## src/rtl/decode_cycle_if.sv

```systemverilog
// rtl/decode_cycle_if.sv - ID-stage boundary bundle for decode_cycle
//
// Purpose: groups everything that crosses the decode stage boundary.
//   master : driven by the surrounding pipeline (fetch, write-back, hazard unit)
//   slave  : the decode stage itself
// Signals:
//   fetch in   : InstrD, PCD, PCPlus4D, Predict_branchD
//   WB in      : RegWriteW, RdW, ResultW
//   hazard     : FlushE (in), Rs1D/Rs2D (out, combinational)
//   ID/EX out  : RegWriteE, MemWriteE, JumpE, BranchE, ALUSrcE, ResultSrcE,
//                ALUControlE, BranchTypeE, RD1E, RD2E, ImmExtE, PCE, PCPlus4E,
//                Rs1E, Rs2E, RdE, Predict_branchE, IllegalInstrE
interface decode_cycle_if #(
  parameter int XLEN = 32
);
  logic [31:0]     InstrD;
  logic [XLEN-1:0] PCD;
  logic [XLEN-1:0] PCPlus4D;
  logic            Predict_branchD;
  logic            RegWriteW;
  logic [4:0]      RdW;
  logic [XLEN-1:0] ResultW;
  logic            FlushE;
  logic [4:0]      Rs1D;
  logic [4:0]      Rs2D;
  logic            RegWriteE;
  logic            MemWriteE;
  logic            JumpE;
  logic            BranchE;
  logic            ALUSrcE;
  logic [1:0]      ResultSrcE;
  logic [2:0]      ALUControlE;
  logic [2:0]      BranchTypeE;
  logic [XLEN-1:0] RD1E;
  logic [XLEN-1:0] RD2E;
  logic [XLEN-1:0] ImmExtE;
  logic [XLEN-1:0] PCE;
  logic [XLEN-1:0] PCPlus4E;
  logic [4:0]      Rs1E;
  logic [4:0]      Rs2E;
  logic [4:0]      RdE;
  logic            Predict_branchE;
  logic            IllegalInstrE;

  modport master (
    output InstrD, PCD, PCPlus4D, Predict_branchD, RegWriteW, RdW, ResultW, FlushE,
    input  Rs1D, Rs2D, RegWriteE, MemWriteE, JumpE, BranchE, ALUSrcE, ResultSrcE,
           ALUControlE, BranchTypeE, RD1E, RD2E, ImmExtE, PCE, PCPlus4E,
           Rs1E, Rs2E, RdE, Predict_branchE, IllegalInstrE
  );

  modport slave (
    input  InstrD, PCD, PCPlus4D, Predict_branchD, RegWriteW, RdW, ResultW, FlushE,
    output Rs1D, Rs2D, RegWriteE, MemWriteE, JumpE, BranchE, ALUSrcE, ResultSrcE,
           ALUControlE, BranchTypeE, RD1E, RD2E, ImmExtE, PCE, PCPlus4E,
           Rs1E, Rs2E, RdE, Predict_branchE, IllegalInstrE
  );
endinterface

```

## src/rtl/decode_cycle.sv

```systemverilog
// rtl/decode_cycle.sv - RV32I decode stage with register file and ID/EX register
//
// Purpose: decodes InstrD into controls and immediate, reads the 32x32 register
//   file (with same-cycle write-back bypass) and registers the result into ID/EX.
// Ports:
//   clk  : clock, rising edge
//   rst  : synchronous active-high reset (clears ID/EX and the register file)
//   bus  : decode_cycle_if.slave (fetch/WB/flush inputs, Rs1D/Rs2D, all E outputs)
// Build option:
//   DECODE_ILLEGAL_TRAP_EN - when defined, IllegalInstrE flags a non-zero
//   instruction with an unsupported opcode; otherwise IllegalInstrE is tied 0.
module decode_cycle #(
  parameter int XLEN  = 32,
  parameter int NREGS = 32
) (
  input logic           clk,
  input logic           rst,
  decode_cycle_if.slave bus
);

  localparam logic [6:0] OP_LOAD   = 7'b0000011;
  localparam logic [6:0] OP_STORE  = 7'b0100011;
  localparam logic [6:0] OP_RTYPE  = 7'b0110011;
  localparam logic [6:0] OP_IALU   = 7'b0010011;
  localparam logic [6:0] OP_BRANCH = 7'b1100011;
  localparam logic [6:0] OP_JAL    = 7'b1101111;
  localparam logic [6:0] OP_LUI    = 7'b0110111;

  logic [31:0] instr;
  logic [6:0]  opcode;
  logic [2:0]  funct3;
  logic [4:0]  rs1, rs2, rd;

  assign instr  = bus.InstrD;
  assign opcode = instr[6:0];
  assign funct3 = instr[14:12];
  assign rs1    = instr[19:15];
  assign rs2    = instr[24:20];
  assign rd     = instr[11:7];

  assign bus.Rs1D = rs1;
  assign bus.Rs2D = rs2;

  // Register file; x0 is never written and also masked on read.
  logic [XLEN-1:0] regFile [NREGS];
  logic            wbWrite;

  assign wbWrite = bus.RegWriteW && (bus.RdW != 5'd0);

  always_ff @(posedge clk) begin
    if (rst) begin
      for (int i = 0; i < NREGS; i++) regFile[i] <= '0;
    end else if (wbWrite) begin
      regFile[bus.RdW] <= bus.ResultW;
    end
  end

  // Bypass: the WB value written at this edge is what the instruction must see.
  logic [XLEN-1:0] rd1Raw, rd2Raw;

  always_comb begin
    rd1Raw = '0;
    rd2Raw = '0;
    if (rs1 != 5'd0) rd1Raw = (wbWrite && bus.RdW == rs1) ? bus.ResultW : regFile[rs1];
    if (rs2 != 5'd0) rd2Raw = (wbWrite && bus.RdW == rs2) ? bus.ResultW : regFile[rs2];
  end

  // Immediates, sign-extended from instr[31].
  logic [XLEN-1:0] immI, immS, immB, immJ, immU;

  assign immI = {{(XLEN-12){instr[31]}}, instr[31:20]};
  assign immS = {{(XLEN-12){instr[31]}}, instr[31:25], instr[11:7]};
  assign immB = {{(XLEN-12){instr[31]}}, instr[7], instr[30:25], instr[11:8], 1'b0};
  assign immJ = {{(XLEN-20){instr[31]}}, instr[19:12], instr[20], instr[30:21], 1'b0};
  assign immU = {instr[31:12], 12'b0};

  // funct3 -> ALU op; sltu shares the slt encoding since there is no unsigned compare op.
  function automatic logic [2:0] aluFromFunct3(input logic [2:0] f3);
    case (f3)
      3'b000:  return 3'b000;
      3'b001:  return 3'b110;
      3'b010:  return 3'b101;
      3'b011:  return 3'b101;
      3'b100:  return 3'b100;
      3'b101:  return 3'b111;
      3'b110:  return 3'b011;
      default: return 3'b010;
    endcase
  endfunction

  logic            regWriteD, memWriteD, jumpD, branchD, aluSrcD, zeroRd1D;
  logic [1:0]      resultSrcD;
  logic [2:0]      aluControlD, branchTypeD;
  logic [XLEN-1:0] immExtD;

  always_comb begin
    regWriteD   = 1'b0;
    memWriteD   = 1'b0;
    jumpD       = 1'b0;
    branchD     = 1'b0;
    aluSrcD     = 1'b0;
    zeroRd1D    = 1'b0;
    resultSrcD  = 2'b00;
    aluControlD = 3'b000;
    branchTypeD = 3'b000;
    immExtD     = '0;
    case (opcode)
      OP_LOAD: begin
        regWriteD  = 1'b1;
        aluSrcD    = 1'b1;
        resultSrcD = 2'b01;
        immExtD    = immI;
      end
      OP_STORE: begin
        memWriteD = 1'b1;
        aluSrcD   = 1'b1;
        immExtD   = immS;
      end
      OP_RTYPE: begin
        regWriteD   = 1'b1;
        aluControlD = (funct3 == 3'b000 && instr[30]) ? 3'b001 : aluFromFunct3(funct3);
      end
      OP_IALU: begin
        // instr[30] is immediate data here, so no sub selection.
        regWriteD   = 1'b1;
        aluSrcD     = 1'b1;
        aluControlD = aluFromFunct3(funct3);
        immExtD     = immI;
      end
      OP_BRANCH: begin
        branchD     = 1'b1;
        aluControlD = 3'b001;
        branchTypeD = funct3;
        immExtD     = immB;
      end
      OP_JAL: begin
        regWriteD  = 1'b1;
        jumpD      = 1'b1;
        resultSrcD = 2'b10;
        immExtD    = immJ;
      end
      OP_LUI: begin
        regWriteD = 1'b1;
        aluSrcD   = 1'b1;
        zeroRd1D  = 1'b1;
        immExtD   = immU;
      end
      default: ;
    endcase
  end

  // ID/EX register: loads every cycle; rst and FlushE both load a bubble.
  always_ff @(posedge clk) begin
    if (rst || bus.FlushE) begin
      bus.RegWriteE       <= 1'b0;
      bus.MemWriteE       <= 1'b0;
      bus.JumpE           <= 1'b0;
      bus.BranchE         <= 1'b0;
      bus.ALUSrcE         <= 1'b0;
      bus.ResultSrcE      <= 2'b00;
      bus.ALUControlE     <= 3'b000;
      bus.BranchTypeE     <= 3'b000;
      bus.RD1E            <= '0;
      bus.RD2E            <= '0;
      bus.ImmExtE         <= '0;
      bus.PCE             <= '0;
      bus.PCPlus4E        <= '0;
      bus.Rs1E            <= 5'd0;
      bus.Rs2E            <= 5'd0;
      bus.RdE             <= 5'd0;
      bus.Predict_branchE <= 1'b0;
    end else begin
      bus.RegWriteE       <= regWriteD;
      bus.MemWriteE       <= memWriteD;
      bus.JumpE           <= jumpD;
      bus.BranchE         <= branchD;
      bus.ALUSrcE         <= aluSrcD;
      bus.ResultSrcE      <= resultSrcD;
      bus.ALUControlE     <= aluControlD;
      bus.BranchTypeE     <= branchTypeD;
      bus.RD1E            <= zeroRd1D ? '0 : rd1Raw;
      bus.RD2E            <= rd2Raw;
      bus.ImmExtE         <= immExtD;
      bus.PCE             <= bus.PCD;
      bus.PCPlus4E        <= bus.PCPlus4D;
      bus.Rs1E            <= rs1;
      bus.Rs2E            <= rs2;
      bus.RdE             <= rd;
      bus.Predict_branchE <= bus.Predict_branchD;
    end
  end

`ifdef DECODE_ILLEGAL_TRAP_EN
  logic supportedOp;

  assign supportedOp = (opcode == OP_LOAD)   || (opcode == OP_STORE) ||
                       (opcode == OP_RTYPE)  || (opcode == OP_IALU)  ||
                       (opcode == OP_BRANCH) || (opcode == OP_JAL)   ||
                       (opcode == OP_LUI);

  // All-zero instruction is the fetch bubble, not a trap.
  always_ff @(posedge clk) begin
    if (rst || bus.FlushE) bus.IllegalInstrE <= 1'b0;
    else                   bus.IllegalInstrE <= (instr != 32'd0) && !supportedOp;
  end
`else
  assign bus.IllegalInstrE = 1'b0;
`endif

endmodule

```

## src/flat_wrapper.sv

```systemverilog
// flat-port wrapper written by rule: the top's interface ports become plain ports
module decode_cycle_flat 
#(
  parameter int XLEN  = 32,
  parameter int NREGS = 32
)
  (clk, rst, bus_InstrD, bus_PCD, bus_PCPlus4D, bus_Predict_branchD, bus_RegWriteW, bus_RdW, bus_ResultW, bus_FlushE, bus_Rs1D, bus_Rs2D, bus_RegWriteE, bus_MemWriteE, bus_JumpE, bus_BranchE, bus_ALUSrcE, bus_ResultSrcE, bus_ALUControlE, bus_BranchTypeE, bus_RD1E, bus_RD2E, bus_ImmExtE, bus_PCE, bus_PCPlus4E, bus_Rs1E, bus_Rs2E, bus_RdE, bus_Predict_branchE, bus_IllegalInstrE);
  decode_cycle_if #(.XLEN(XLEN)) bus_i ();
  input logic clk;
  input logic rst;
  input wire logic [$bits(bus_i.InstrD)-1:0] bus_InstrD;
  input wire logic [$bits(bus_i.PCD)-1:0] bus_PCD;
  input wire logic [$bits(bus_i.PCPlus4D)-1:0] bus_PCPlus4D;
  input wire logic [$bits(bus_i.Predict_branchD)-1:0] bus_Predict_branchD;
  input wire logic [$bits(bus_i.RegWriteW)-1:0] bus_RegWriteW;
  input wire logic [$bits(bus_i.RdW)-1:0] bus_RdW;
  input wire logic [$bits(bus_i.ResultW)-1:0] bus_ResultW;
  input wire logic [$bits(bus_i.FlushE)-1:0] bus_FlushE;
  output wire logic [$bits(bus_i.Rs1D)-1:0] bus_Rs1D;
  output wire logic [$bits(bus_i.Rs2D)-1:0] bus_Rs2D;
  output wire logic [$bits(bus_i.RegWriteE)-1:0] bus_RegWriteE;
  output wire logic [$bits(bus_i.MemWriteE)-1:0] bus_MemWriteE;
  output wire logic [$bits(bus_i.JumpE)-1:0] bus_JumpE;
  output wire logic [$bits(bus_i.BranchE)-1:0] bus_BranchE;
  output wire logic [$bits(bus_i.ALUSrcE)-1:0] bus_ALUSrcE;
  output wire logic [$bits(bus_i.ResultSrcE)-1:0] bus_ResultSrcE;
  output wire logic [$bits(bus_i.ALUControlE)-1:0] bus_ALUControlE;
  output wire logic [$bits(bus_i.BranchTypeE)-1:0] bus_BranchTypeE;
  output wire logic [$bits(bus_i.RD1E)-1:0] bus_RD1E;
  output wire logic [$bits(bus_i.RD2E)-1:0] bus_RD2E;
  output wire logic [$bits(bus_i.ImmExtE)-1:0] bus_ImmExtE;
  output wire logic [$bits(bus_i.PCE)-1:0] bus_PCE;
  output wire logic [$bits(bus_i.PCPlus4E)-1:0] bus_PCPlus4E;
  output wire logic [$bits(bus_i.Rs1E)-1:0] bus_Rs1E;
  output wire logic [$bits(bus_i.Rs2E)-1:0] bus_Rs2E;
  output wire logic [$bits(bus_i.RdE)-1:0] bus_RdE;
  output wire logic [$bits(bus_i.Predict_branchE)-1:0] bus_Predict_branchE;
  output wire logic [$bits(bus_i.IllegalInstrE)-1:0] bus_IllegalInstrE;
  assign bus_i.InstrD = bus_InstrD;
  assign bus_i.PCD = bus_PCD;
  assign bus_i.PCPlus4D = bus_PCPlus4D;
  assign bus_i.Predict_branchD = bus_Predict_branchD;
  assign bus_i.RegWriteW = bus_RegWriteW;
  assign bus_i.RdW = bus_RdW;
  assign bus_i.ResultW = bus_ResultW;
  assign bus_i.FlushE = bus_FlushE;
  assign bus_Rs1D = bus_i.Rs1D;
  assign bus_Rs2D = bus_i.Rs2D;
  assign bus_RegWriteE = bus_i.RegWriteE;
  assign bus_MemWriteE = bus_i.MemWriteE;
  assign bus_JumpE = bus_i.JumpE;
  assign bus_BranchE = bus_i.BranchE;
  assign bus_ALUSrcE = bus_i.ALUSrcE;
  assign bus_ResultSrcE = bus_i.ResultSrcE;
  assign bus_ALUControlE = bus_i.ALUControlE;
  assign bus_BranchTypeE = bus_i.BranchTypeE;
  assign bus_RD1E = bus_i.RD1E;
  assign bus_RD2E = bus_i.RD2E;
  assign bus_ImmExtE = bus_i.ImmExtE;
  assign bus_PCE = bus_i.PCE;
  assign bus_PCPlus4E = bus_i.PCPlus4E;
  assign bus_Rs1E = bus_i.Rs1E;
  assign bus_Rs2E = bus_i.Rs2E;
  assign bus_RdE = bus_i.RdE;
  assign bus_Predict_branchE = bus_i.Predict_branchE;
  assign bus_IllegalInstrE = bus_i.IllegalInstrE;
  decode_cycle #(.XLEN(XLEN), .NREGS(NREGS)) u_core (.clk(clk), .rst(rst), .bus(bus_i));
endmodule
```

## config.mk

```make
export PLATFORM = sky130hd
export DESIGN_NAME = decode_cycle_flat
export DESIGN_NICKNAME = d
export VERILOG_FILES = /design/src/rtl/decode_cycle_if.sv /design/src/rtl/decode_cycle.sv /design/src/flat_wrapper.sv
export SDC_FILE = /design/constraint.sdc
export NUM_CORES = 2
export LEC_CHECK = 0
export BUFFER_PORTS_ARGS = -buffer_cell sky130_fd_sc_hd__buf_2
export CAP_MARGIN = 10
export CELL_PAD_IN_SITES_DETAIL_PLACEMENT = 1
export CELL_PAD_IN_SITES_GLOBAL_PLACEMENT = 1
export CORE_MARGIN = 1.5
export CORE_UTILIZATION = 52
export CTS_CLUSTER_SIZE = 12
export DETAILED_ROUTE_END_ITERATION = 8
export PLACE_DENSITY_LB_ADDON = 0.1
export RECOVER_POWER = 50
export SETUP_SLACK_MARGIN = 0.05
export SYNTH_ARGS = -nofsm -noshare
export SYNTH_HDL_FRONTEND = slang
export SYNTH_SLANG_ARGS = --single-unit
```

## constraint.sdc

```tcl
create_clock -name clk -period 3.2 [get_ports clk]
set_input_delay 0.64 -clock clk [delete_from_list [all_inputs] [get_ports clk]]
set_output_delay 0.64 -clock clk [all_outputs]
set_load 0.05 [all_outputs]
```

==> flow_summary.json <==
{
  "hold_viol_final": 0,
  "die_height_um": 341.1,
  "fmax_mhz": 358.8,
  "final.setup.tns_ps": 0,
  "ys_ff_latch": 1213,
  "h-tree-depth": 4,
  "coreArea_mm2": 0.1130,
  "pre_cts_ws_ps": 143.8,
  "ant_nets": 0,
  "arrival_ps": 3290,
  "final_nets": 4626,
  "place.gp.congestion": 0.9281,
  "grt_usage": 0.3683,
  "pin_count": 338,
  "synth.cell_area_mm2": 0.05944,
  "wl_per_cell_um": 35.06,
  "grt_pass1_vias": 42404,
  "clkTransAtPathRegs_ps": 60,
  "maxCapViolCount": 1,
  "p_comb_frac": 0.121,
  "synth-main-ff-cell": "edfxtp_1",
  "yosysWarnings": 0,
  "crit_path_start_kind": "primary input",
  "drive_above_1_share": 0.2932,
  "synth.yosys.seq_area_share": 0.5809,
  "critPathRequiredTime_ps": 3700,
  "nFillCells": 10585,
  "hold_path_class": "in -> reg",
  "clockRootBuffer": "clkbuf_16",
  "synth_area_leader_cell": "edfxtp_1",
  "cts_hold_buf": 0,
  "crit_top_cell": "clkbuf_1",
  "rsz0062_at_grt": "false",
  "synthArstFlopShare": 0,
  "setup_ws_ps": 413.2,
  "wl_um": 213600,
  "crit_type": "in -> reg",
  "cp_top_family": "buffers and inverters",
  "period_minus_slack_ps": 2787,
  "grt_max_degree": 89,
  "crit_buf_inv": 4,
  "die-area_mm2": 0.1164,
  "crit_slowest_cell": "clkbuf_2",
  "violations": "max-capacitance violations, max-slew violations",
  "detail_route.first_pass.iterations": 8,
  "cts_tree": "built",
  "num_vias": 41405,
  "cts_setup_buffers": 0,
  "cpPeakStageDelay_ps": 660,
  "rows": 123,
  "hpwl_um": 140400,
  "die_w_um": 341.1,
  "drv_slew": 25,
  "cp_max_fo": 24,
  "drtIter0Drc": 5470,
  "p_clk_frac": 0.401,
  "synth.avg_cell_area_um2": 14.41,
  "synth.top_cell.area_share": 0.5173,
  "ctsLongestPathBuffers": 3,
  "synthToLayoutAreaGrowth_pct": 15.42,
  "worstSkewPairLatency_ps": 760,
  "cts_sinks": 1213,
  "synth_area_leaders": "edfxtp_1, mux4_2, and2_1",
  "timing.final.crit_share": 0.8709,
  "outcome": "complete, but fails checks",
  "io_buffers": 336,
  "worst-slew-pin-transition_ps": 1531,
  "finalSetupViolCount": 0,
  "p_leak_nw": 24.20,
  "via_per_inst": 6.796,
  "synth-edff-count": 1024,
  "drc": 0,
  "peakVddDrop_uv": 525.5,
  "p_per_area_mw_per_mm2": 562.9,
  "postSynthCellCount": 4125,
  "pwr-share-seq": 0.478,
  "fin_skew_ps": 24.66,
  "crit_chain": "clkbuf_1, nor2b_1, clkbuf_1, nand3b_1, clkbuf_1, nor2_1, clkbuf_2, and2_1",
  "cts_resized": 0,
  "start_util": 0.5262,
  "slew-limit-headroom": -0.02100,
  "grt_pass1_wl_um": 305000,
  "yosysUniqueCellTypes": 58,
  "setup.worst_path.end_class": "flop",
  "antenna_found_initial": 16,
  "cts_buffers": 136,
  "p_int_mw": 28.83,
  "switching_share": 0.2535,
  "netSwitchingPower_mw": 9.792,
  "grt_overflow": 0
}
==> placed cells by master (no fill, tap or decap), drive strengths merged, types with 49 or more instances in the layout <==
cell type	count
edfxtp	1024
and2	830
buf	599
mux4	451
nor3	279
clkbuf	245
dfxtp	189
mux2i	140
o22ai	139
nor2	118
nand2	51
a22oi	49
==> path summary, 6_finish.rpt <==
check                                       startpoint                endpoint  slack [ps]  cells after the start
worst max-delay path                               rst    u_core.regFile[2][8]         410                      8
worst min-delay path                   bus_PCPlus4D[6]  u_core.bus.PCPlus4E[6]          80                      2
worst max register to register  u_core.regFile[29][15]     u_core.bus.RD2E[15]        1150                      5
worst min register to register  u_core.regFile[19][19]     u_core.bus.RD2E[19]         920                      5
==> Yosys cell counts (all sizes together) (9+ instances only) <==
cell and instances:
inv 12, o2111ai 14, nand2b 10, edfxtp 1024, nor4 10, o22ai 139
xnor2 10, mux2i 140, a211oi 23, a22oi 49, clkbuf 310, nand3b 27
a21oi 37, mux4 451, and3 9, buf 142, dfxtp 189, or2 33
a32o 18, o211ai 19, a221oi 20, a221o 10, a22o 20, nor2 118
mux2 31, o21ai 36, nand2 51, nand3 11, nor3 279, and2 830
o221ai 10
==> power groups by stage <==
stage          clock [mW]  sequential [mW]  combinational (mW)
2_1_floorplan           0             18.9                2.48
3_3_place_gp            0             18.7                4.51
3_5_place_dp            0             18.7                4.59
4_1_cts              15.6             18.4                4.62
5_1_grt              16.1             18.5                4.82
6_report             15.5             18.4                4.68
==> cell families (layout without fill, tap and decap cells) <==
| family | count (synthesis) | in the layout | share of synthesized area |
|---|---|---|---|
| DFF | 1213 | 1213 | 0.5809 |
| other | 1 | 35 | 0.00006308 |
| xor gates and xnor gates | 11 | 11 | 0.001621 |
| muxes | 622 | 622 | 0.2003 |
| and+or+nand+nor | 1406 | 1406 | 0.1361 |
| AOI/OAI and AO/OA | 407 | 407 | 0.04833 |
| buffers and inverters | 465 | 899 | 0.03267 |
==> layer usage <==
metal / track usage / vias up / wire length, um
met2: 0.5808 / 2663 / 100200
li1: - / 16586 / -
met3: 0.09865 / 517 / 24730
met5: 0 / - / 92
met4: 0.1361 / 12 / 8404
met1: 0.4931 / 21627 / 80170
==> area by class of cell <==
cell class                      count  area (um2)  share of cell area
Multi-Input combinational cell   2479       23170              0.3377
Antenna cell                        2       5.005          0.00007295
Inverter                           13       48.80           0.0007112
Timing Repair Buffer              645        4661             0.06793
Clock buffer                      199        3950             0.05757
Clock inverter                     42       366.6            0.005343
Tap cell                         1500        1877             0.02735
Sequential cell                  1213       34530              0.5033
==> registers in the layout, summed over array words and instances (netlist names) <==
signal and flops:
u_core.bus.ALUControlE 3, u_core.bus.ALUSrcE 1, u_core.bus.BranchE 1, u_core.bus.BranchTypeE 3, u_core.bus.ImmExtE 32, u_core.bus.JumpE 1
u_core.bus.MemWriteE 1, u_core.bus.PCE 32, u_core.bus.PCPlus4E 32, u_core.bus.Predict_branchE 1, u_core.bus.RD1E 32, u_core.bus.RD2E 32
u_core.bus.RdE 5, u_core.bus.RegWriteE 1, u_core.bus.ResultSrcE 2, u_core.bus.Rs1E 5, u_core.bus.Rs2E 5, u_core.regFile 1024
==> metrics by stage <==
step	hold slack, ps	cell area [um2]	power (mW)	utilization	cells
detailed placement	844.7	64490	23.33	0.5709	5850
finish	83.23	68610	38.62	0.6074	6093
global placement	839.4	64490	23.17	0.5709	5850
floorplan	718.5	59560	21.34	-	4157
CTS	43.52	68800	38.63	0.6091	6091
global route	70.35	68610	39.48	0.6074	6092
No activity file was read; power rests on OpenSTA's default activity.
